[config.mk]
export PLATFORM = sky130hd
export DESIGN_NAME = out_buffer_drain_ctrl_flat
export DESIGN_NICKNAME = d
export VERILOG_FILES = /design/src/rtl/out_buffer_drain_ctrl_pkg.sv /design/src/rtl/out_buffer_drain_ctrl_if.sv /design/src/rtl/out_buffer_drain_ctrl_ptr.sv /design/src/rtl/out_buffer_drain_ctrl.sv /design/src/flat_wrapper.sv
export SDC_FILE = /design/constraint.sdc
export NUM_CORES = 1
export LEC_CHECK = 0
export CAP_MARGIN = 15
export CORE_MARGIN = 2
export CORE_UTILIZATION = 50
export CTS_CLUSTER_DIAMETER = 80
export DETAILED_ROUTE_END_ITERATION = 16
export PLACE_DENSITY = 0.78
export SLEW_MARGIN = 20
export SYNTH_ARGS = -nofsm -noshare
export SYNTH_HDL_FRONTEND = slang
export SYNTH_HIERARCHICAL = 1
export SYNTH_SLANG_ARGS = --single-unit
[constraint.sdc]
create_clock -name clk -period 5.55 [get_ports clk]
set_clock_uncertainty 0.05 [all_clocks]
set_input_delay 1.665 -clock clk [delete_from_list [all_inputs] [get_ports clk]]
set_output_delay 1.665 -clock clk [all_outputs]
set_load 0.02 [all_outputs]
[src/rtl/out_buffer_drain_ctrl_pkg.sv]
// Shared definitions for the output-buffer drain controller slice.
package out_buf_pkg;

  localparam int unsigned NUM_CH = 3;
  localparam int unsigned ADDR_W = 12;
  localparam int unsigned DATA_W = 32;

  typedef enum logic [2:0] {
    ST_IDLE,
    ST_SEL,
    ST_READ,
    ST_WAIT,
    ST_PRESENT,
    ST_DONE
  } drain_state_t;

  typedef logic [1:0] ch_idx_t;

endpackage

[src/rtl/out_buffer_drain_ctrl_if.sv]
// Drained-word output stream towards the host read slave.
interface out_buffer_drain_ctrl_if
  import out_buf_pkg::*;
#(
  parameter int unsigned DATA_W = out_buf_pkg::DATA_W
);

  logic [DATA_W-1:0] out_data;
  ch_idx_t           out_ch;
  logic              out_last;
  logic              out_valid;
  logic              out_ready;

  modport master (
    output out_data,
    output out_ch,
    output out_last,
    output out_valid,
    input  out_ready
  );

  modport slave (
    input  out_data,
    input  out_ch,
    input  out_last,
    input  out_valid,
    output out_ready
  );

endinterface

[src/rtl/out_buffer_drain_ctrl_ptr.sv]
// Per-channel RAM bookkeeping: write/read pointers, fill level, sticky overflow.
module out_buf_ptr
  import out_buf_pkg::*;
#(
  parameter int unsigned ADDR_W = out_buf_pkg::ADDR_W
) (
  input  logic              clk,
  input  logic              reset_n,
  input  logic              wr_en,
  input  logic              rd_adv,
  output logic              wr_acc,
  output logic [ADDR_W-1:0] wr_ptr,
  output logic [ADDR_W-1:0] rd_ptr,
  output logic [ADDR_W:0]   fill,
  output logic              overflow
);

  localparam logic [ADDR_W:0] DEPTH = {1'b1, {ADDR_W{1'b0}}};

  logic full;

  // Accept a producer write only while there is room; held off during reset.
  always_comb begin
    full   = (fill == DEPTH);
    wr_acc = wr_en && !full && reset_n;
  end

  // Pointer, fill and overflow state; pointers wrap naturally at DEPTH.
  always_ff @(posedge clk or negedge reset_n) begin
    if (!reset_n) begin
      wr_ptr   <= '0;
      rd_ptr   <= '0;
      fill     <= '0;
      overflow <= 1'b0;
    end else begin
      if (wr_acc) wr_ptr <= wr_ptr + 1'b1;
      if (rd_adv) rd_ptr <= rd_ptr + 1'b1;
      case ({wr_acc, rd_adv})
        2'b10:   fill <= fill + 1'b1;
        2'b01:   fill <= fill - 1'b1;
        default: fill <= fill;
      endcase
      if (wr_en && full) overflow <= 1'b1;
    end
  end

endmodule

[src/rtl/out_buffer_drain_ctrl.sv]
// Output RAM drain controller: tracks per-channel fill from producer write
// strobes and, on start, streams each channel's snapshot in channel order.
module out_buffer_drain_ctrl
  import out_buf_pkg::*;
#(
  parameter int unsigned NUM_CH = out_buf_pkg::NUM_CH,
  parameter int unsigned ADDR_W = out_buf_pkg::ADDR_W,
  parameter int unsigned DATA_W = out_buf_pkg::DATA_W
) (
  input  logic                           clk,
  input  logic                           reset_n,
  input  logic [NUM_CH-1:0]              wr_en,
  output logic [NUM_CH-1:0]              ram_wren,
  output logic [NUM_CH-1:0][ADDR_W-1:0]  ram_wraddress,
  output logic [NUM_CH-1:0]              ram_rden,
  output logic [NUM_CH-1:0][ADDR_W-1:0]  ram_rdaddress,
  input  logic [NUM_CH-1:0][DATA_W-1:0]  ram_q,
  input  logic                           start,
  out_buffer_drain_ctrl_if.master        out_if,
  output logic [NUM_CH-1:0][ADDR_W:0]    fill,
  output logic [NUM_CH-1:0]              overflow,
  output logic                           busy,
  output logic                           done
);

  localparam logic [ADDR_W:0] REMAIN_ONE = {{ADDR_W{1'b0}}, 1'b1};
  localparam ch_idx_t         LAST_CH    = ch_idx_t'(NUM_CH - 1);

  drain_state_t      state;
  ch_idx_t           ch;
  logic [ADDR_W:0]   remain;
  logic [NUM_CH-1:0] rd_adv;

  function automatic logic [NUM_CH-1:0] ch_onehot(input ch_idx_t idx);
    logic [NUM_CH-1:0] v;
    v = '0;
    for (int unsigned i = 0; i < NUM_CH; i++) begin
      if (idx == ch_idx_t'(i)) v[i] = 1'b1;
    end
    return v;
  endfunction

  for (genvar c = 0; c < NUM_CH; c++) begin : g_ch
    out_buf_ptr #(.ADDR_W(ADDR_W)) u_ptr (
      .clk      (clk),
      .reset_n  (reset_n),
      .wr_en    (wr_en[c]),
      .rd_adv   (rd_adv[c]),
      .wr_acc   (ram_wren[c]),
      .wr_ptr   (ram_wraddress[c]),
      .rd_ptr   (ram_rdaddress[c]),
      .fill     (fill[c]),
      .overflow (overflow[c])
    );
  end

  // Host acceptance of the presented word advances the selected channel.
  always_comb begin
    rd_adv = '0;
    if (state == ST_PRESENT && out_if.out_ready) rd_adv = ch_onehot(ch);
  end

  // Drain sequencer with registered stream, RAM read enable and status.
  always_ff @(posedge clk or negedge reset_n) begin
    if (!reset_n) begin
      state            <= ST_IDLE;
      ch               <= '0;
      remain           <= '0;
      ram_rden         <= '0;
      out_if.out_data  <= '0;
      out_if.out_ch    <= '0;
      out_if.out_last  <= 1'b0;
      out_if.out_valid <= 1'b0;
      busy             <= 1'b0;
      done             <= 1'b0;
    end else begin
      case (state)
        ST_IDLE: begin
          done <= 1'b0;
          if (start) begin
            state <= ST_SEL;
            ch    <= '0;
            busy  <= 1'b1;
          end
        end
        // Snapshot fill so words written mid-pass wait for the next pass.
        ST_SEL: begin
          if (fill[ch] == '0) begin
            if (ch == LAST_CH) begin
              state <= ST_DONE;
              done  <= 1'b1;
            end else begin
              ch <= ch + 2'd1;
            end
          end else begin
            remain   <= fill[ch];
            ram_rden <= ch_onehot(ch);
            state    <= ST_READ;
          end
        end
        ST_READ: begin
          ram_rden <= '0;
          state    <= ST_WAIT;
        end
        ST_WAIT: begin
          out_if.out_data  <= ram_q[ch];
          out_if.out_ch    <= ch;
          out_if.out_last  <= (remain == REMAIN_ONE);
          out_if.out_valid <= 1'b1;
          state            <= ST_PRESENT;
        end
        // Last channel finishes straight into DONE instead of a dead SEL step.
        ST_PRESENT: begin
          if (out_if.out_ready) begin
            out_if.out_valid <= 1'b0;
            remain           <= remain - 1'b1;
            if (remain == REMAIN_ONE) begin
              if (ch == LAST_CH) begin
                state <= ST_DONE;
                done  <= 1'b1;
              end else begin
                ch    <= ch + 2'd1;
                state <= ST_SEL;
              end
            end else begin
              ram_rden <= ch_onehot(ch);
              state    <= ST_READ;
            end
          end
        end
        ST_DONE: begin
          done  <= 1'b0;
          busy  <= 1'b0;
          state <= ST_IDLE;
        end
        default: state <= ST_IDLE;
      endcase
    end
  end

endmodule
[src/flat_wrapper.sv]
// flat-port wrapper written by rule: the top's interface ports become plain ports
module out_buffer_drain_ctrl_flat import out_buf_pkg::*;
#(
  parameter int unsigned NUM_CH = out_buf_pkg::NUM_CH,
  parameter int unsigned ADDR_W = out_buf_pkg::ADDR_W,
  parameter int unsigned DATA_W = out_buf_pkg::DATA_W
)
  (clk, reset_n, wr_en, ram_wren, ram_wraddress, ram_rden, ram_rdaddress, ram_q, start, fill, overflow, busy, done, out_if_out_data, out_if_out_ch, out_if_out_last, out_if_out_valid, out_if_out_ready);
  out_buffer_drain_ctrl_if #(.DATA_W(DATA_W)) out_if_i ();
  input  logic clk;
  input  logic reset_n;
  input  logic [NUM_CH-1:0] wr_en;
  output logic [NUM_CH-1:0] ram_wren;
  output logic [NUM_CH-1:0][ADDR_W-1:0] ram_wraddress;
  output logic [NUM_CH-1:0] ram_rden;
  output logic [NUM_CH-1:0][ADDR_W-1:0] ram_rdaddress;
  input  logic [NUM_CH-1:0][DATA_W-1:0] ram_q;
  input  logic start;
  output logic [NUM_CH-1:0][ADDR_W:0] fill;
  output logic [NUM_CH-1:0] overflow;
  output logic busy;
  output logic done;
  output wire logic [$bits(out_if_i.out_data)-1:0] out_if_out_data;
  output wire logic [$bits(out_if_i.out_ch)-1:0] out_if_out_ch;
  output wire logic [$bits(out_if_i.out_last)-1:0] out_if_out_last;
  output wire logic [$bits(out_if_i.out_valid)-1:0] out_if_out_valid;
  input wire logic [$bits(out_if_i.out_ready)-1:0] out_if_out_ready;
  assign out_if_out_data = out_if_i.out_data;
  assign out_if_out_ch = out_if_i.out_ch;
  assign out_if_out_last = out_if_i.out_last;
  assign out_if_out_valid = out_if_i.out_valid;
  assign out_if_i.out_ready = out_if_out_ready;
  out_buffer_drain_ctrl #(.NUM_CH(NUM_CH), .ADDR_W(ADDR_W), .DATA_W(DATA_W)) u_core (.clk(clk), .reset_n(reset_n), .wr_en(wr_en), .ram_wren(ram_wren), .ram_wraddress(ram_wraddress), .ram_rden(ram_rden), .ram_rdaddress(ram_rdaddress), .ram_q(ram_q), .start(start), .out_if(out_if_i), .fill(fill), .overflow(overflow), .busy(busy), .done(done));
endmodule
==> reports/results.ini <==
[cells_and_area]
multi_input_area_sq_um=5530
areaGrowthSynthToFinish_pct=33.4
regArea_sq_um=4330
postLayoutCellArea_sq_um=13600
nNetsFinal=1461
final.fill_count=1617
drive_gt1_share_pct=6.43

[sta]
setup_viol=0
slew_headroom_pct=29.4
clock.fmax_mhz=208
maxSlewViolCount=0
worst_slew_pin_slew_ns=1.06
rsz0062_at_grt=no
hold_viol_final=0
fin_crit_sh_pct=86.8
setup_tns_ns=0
period_needed_ns=4.82

[drt]
num_vias=9185
wire_per_inst_um=18.0
drtPass1Iterations=5
drc=0
wl_met1_mm=11.8
initialDrtViolationCount=578
dr_wl_met2_mm=13.7
wl_met3_mm=2.26
antenna_left=0
top_layer=met5
avgViaCountPerCell=5.77
wirelength_mm=28.7

[die]
core_sq_um=20100
num_rows=52
io_pins=261
initial_core_util_pct=50.7
die_y_um=147
die_area_sq_um=21600
die_w_um=147

[clock_tree]
root_buffer=clkbuf_16
cts.path.max_buffers=2
cts_setup_buffers=0
clkTransAtPathRegs_ns=0.06
cts_resized=0
cts_inserted_buffers=17
htree_levels=4
numClockSinks=173
clk-insertion-delay-late_ns=0.43
hold_buffers=0
tritoncts=done

[global_route]
first_global_vias=8748
grt_pass1_wl_mm=45.9
overflow=0
grt.total_usage_pct=26.5
grt_max_degree=73
antenna_found_initial=2

[synth]
syn_area_sq_um=10200
yosysTopAreaCell=dfrtp_1
yosysMostFrequentCell=dfrtp_1
async_reset_ff_share_pct=100
yosys.cell_types.count=61
netlist_instances=1059
synth-seq-cells=173
yosys_warnings=6
synth_nets=1212
synth-seq-area-share_pct=42.5
yosys-top-cells-count=dfrtp_1, nand2_1, o21ai_0, a21oi_1, nor2_1
syn_area_per_cell_sq_um=9.63
synth_edf_count=0
synth_ff_type=dfrtp_1
synth_area_leaders=dfrtp_1, ha_1, mux2i_1
yosys.area.top_type_share_pct=42.5

[placement]
place_congestion=0.935
post_dp_cell_area_sq_um=13000
dp_hpwl_mm=21.2
port-buffer-count=260

[power]
peakVddDrop_uv=314
p_per_area_nw_per_um2=462
p_leak_nw=5.71

[critical_path]
path_max_fanout=13
cp.arrival_ns=3.10
startpoint_type=input pin
crit_type=in2out
worstPathRequired_ns=3.84
end_kind=output port

[min_path]
holdCritPathClass=reg2reg

[job]
drv_cap=0

[status]
outcome=finished clean

-- registers in the layout (all words and copies together) (netlist names) --
| signal | flops |
|---|---|
| u_core/out_if.out_valid | 1 |
| u_core/out_if.out_data | 32 |
| u_core/done | 1 |
| u_core/ch | 2 |
| u_core/g_ch.u_ptr/rd_ptr | 36 |
| u_core/state | 3 |
| u_core/g_ch.u_ptr/overflow | 3 |
| u_core/g_ch.u_ptr/wr_ptr | 36 |
| u_core/ram_rden | 3 |
| u_core/busy | 1 |
| u_core/out_if.out_ch | 2 |
| u_core/out_if.out_last | 1 |
| u_core/remain | 13 |
| u_core/g_ch.u_ptr/fill | 39 |
-- cell usage in the layout, fill, tap and decap left out, types with 5 or more instances in the layout --
| cell | count |
|---|---|
| a211oi_1 | 9 |
| a21o_1 | 7 |
| a21oi_1 | 70 |
| a221o_1 | 7 |
| a31oi_1 | 13 |
| and3_1 | 29 |
| and4_1 | 12 |
| buf_4 | 13 |
| clkbuf_16 | 17 |
| clkdlybuf4s50_1 | 259 |
| dfrtp_1 | 172 |
| ha_1 | 47 |
| inv_1 | 28 |
| mux2_2 | 6 |
| mux2i_1 | 52 |
| nand2_1 | 100 |
| nand3_1 | 31 |
| nand4_1 | 36 |
| nor2_1 | 64 |
| nor2b_1 | 6 |
| nor3_1 | 25 |
| nor3b_1 | 5 |
| nor4_2 | 5 |
| o21ai_0 | 95 |
| o21ai_1 | 10 |
| o21bai_1 | 6 |
| o22ai_1 | 7 |
| o2bb2ai_1 | 13 |
| o31ai_1 | 7 |
| xnor2_1 | 58 |
| xor2_1 | 27 |
-- metrics by stage --
step | instances | setup WS, ns | power, mW | utilization, % | hold WS [ns]
finish | 1592 | 0.733 | 6.29 | 67.7 | 0.424
detailed placement | 1558 | 0.527 | 5.10 | 64.7 | 0.416
floorplan | 1059 | 1.44 | 3.90 | - | 0.433
global placement | 1558 | 0.606 | 5.04 | 64.7 | 0.408
CTS | 1590 | 0.725 | 6.30 | 67.5 | 0.425
global route | 1592 | 0.684 | 6.71 | 67.7 | 0.441
-- cells by family (layout without fill, tap and decap cells) --
logic type               count (synthesis)  after routing  share of synthesized area, %
AO/OA/AOI/OAI                          282            282                          17.3
XOR/XNOR                                85             85                          7.30
adder cells (fa/ha/maj)                 50             50                          6.36
buffers and inverters                   72            334                          3.50
flip-flops                             173            173                          42.5
multiplexers                            61             61                          6.10
other                                    0              1                             0
AND/OR/NAND/NOR                        336            336                          17.0
-- worst max-delay path, stage by stage --
cell and delay (ns):
clkdlybuf4s50_1 0.47, and3_1 0.16, buf_4 0.18, clkdlybuf4s50_1 0.62
-- metal layers --
metal	GRT usage (%)	vias to the layer above
met5	0	-
met4	10.0	2
met3	6.21	59
met2	44.5	360
met1	33.6	4372
li1	-	4392
-- where the power goes --
part | total, mW | switching (mW) | internal (mW)
Combinational | 3.01 | 1.66 | 1.35
Clock | 1.18 | 0.518 | 0.659
Sequential | 2.11 | 0.473 | 1.64
-- layout make-up --
cell class              count  area share [%]
clock inverters            11           0.782
inverters                  28           0.773
diodes                      1          0.0184
multi-input cells         814            40.7
flip-flops and latches    173            31.8
clock buffers              21            3.46
well taps                 270            2.48
repair buffers            274            20.0
-- path summary, 6_finish.rpt --
| check | cells past startpoint | slack (ns) | endpoint | from |
|---|---|---|---|---|
| setup / recovery | 4 | 0.73 | ram_wren[1] | wr_en[1] |
| hold / removal | 1 | 0.42 | u_core/g_ch[2].u_ptr/wr_ptr[11] | u_core/g_ch[2].u_ptr/wr_ptr[11] |
| setup reg to reg | 12 | 1.53 | u_core/g_ch[0].u_ptr/fill[12] | u_core/g_ch[0].u_ptr/fill[0] |
| hold reg to reg | 1 | 0.42 | u_core/g_ch[2].u_ptr/wr_ptr[11] | u_core/g_ch[2].u_ptr/wr_ptr[11] |
| max in group asynchronous | 3 | 2.87 | u_core/ch[1] | reset_n |
| min in group asynchronous | 1 | 0.98 | u_core/g_ch[2].u_ptr/wr_ptr[11] | reset_n |
Power figures use the tool's default switching activity.
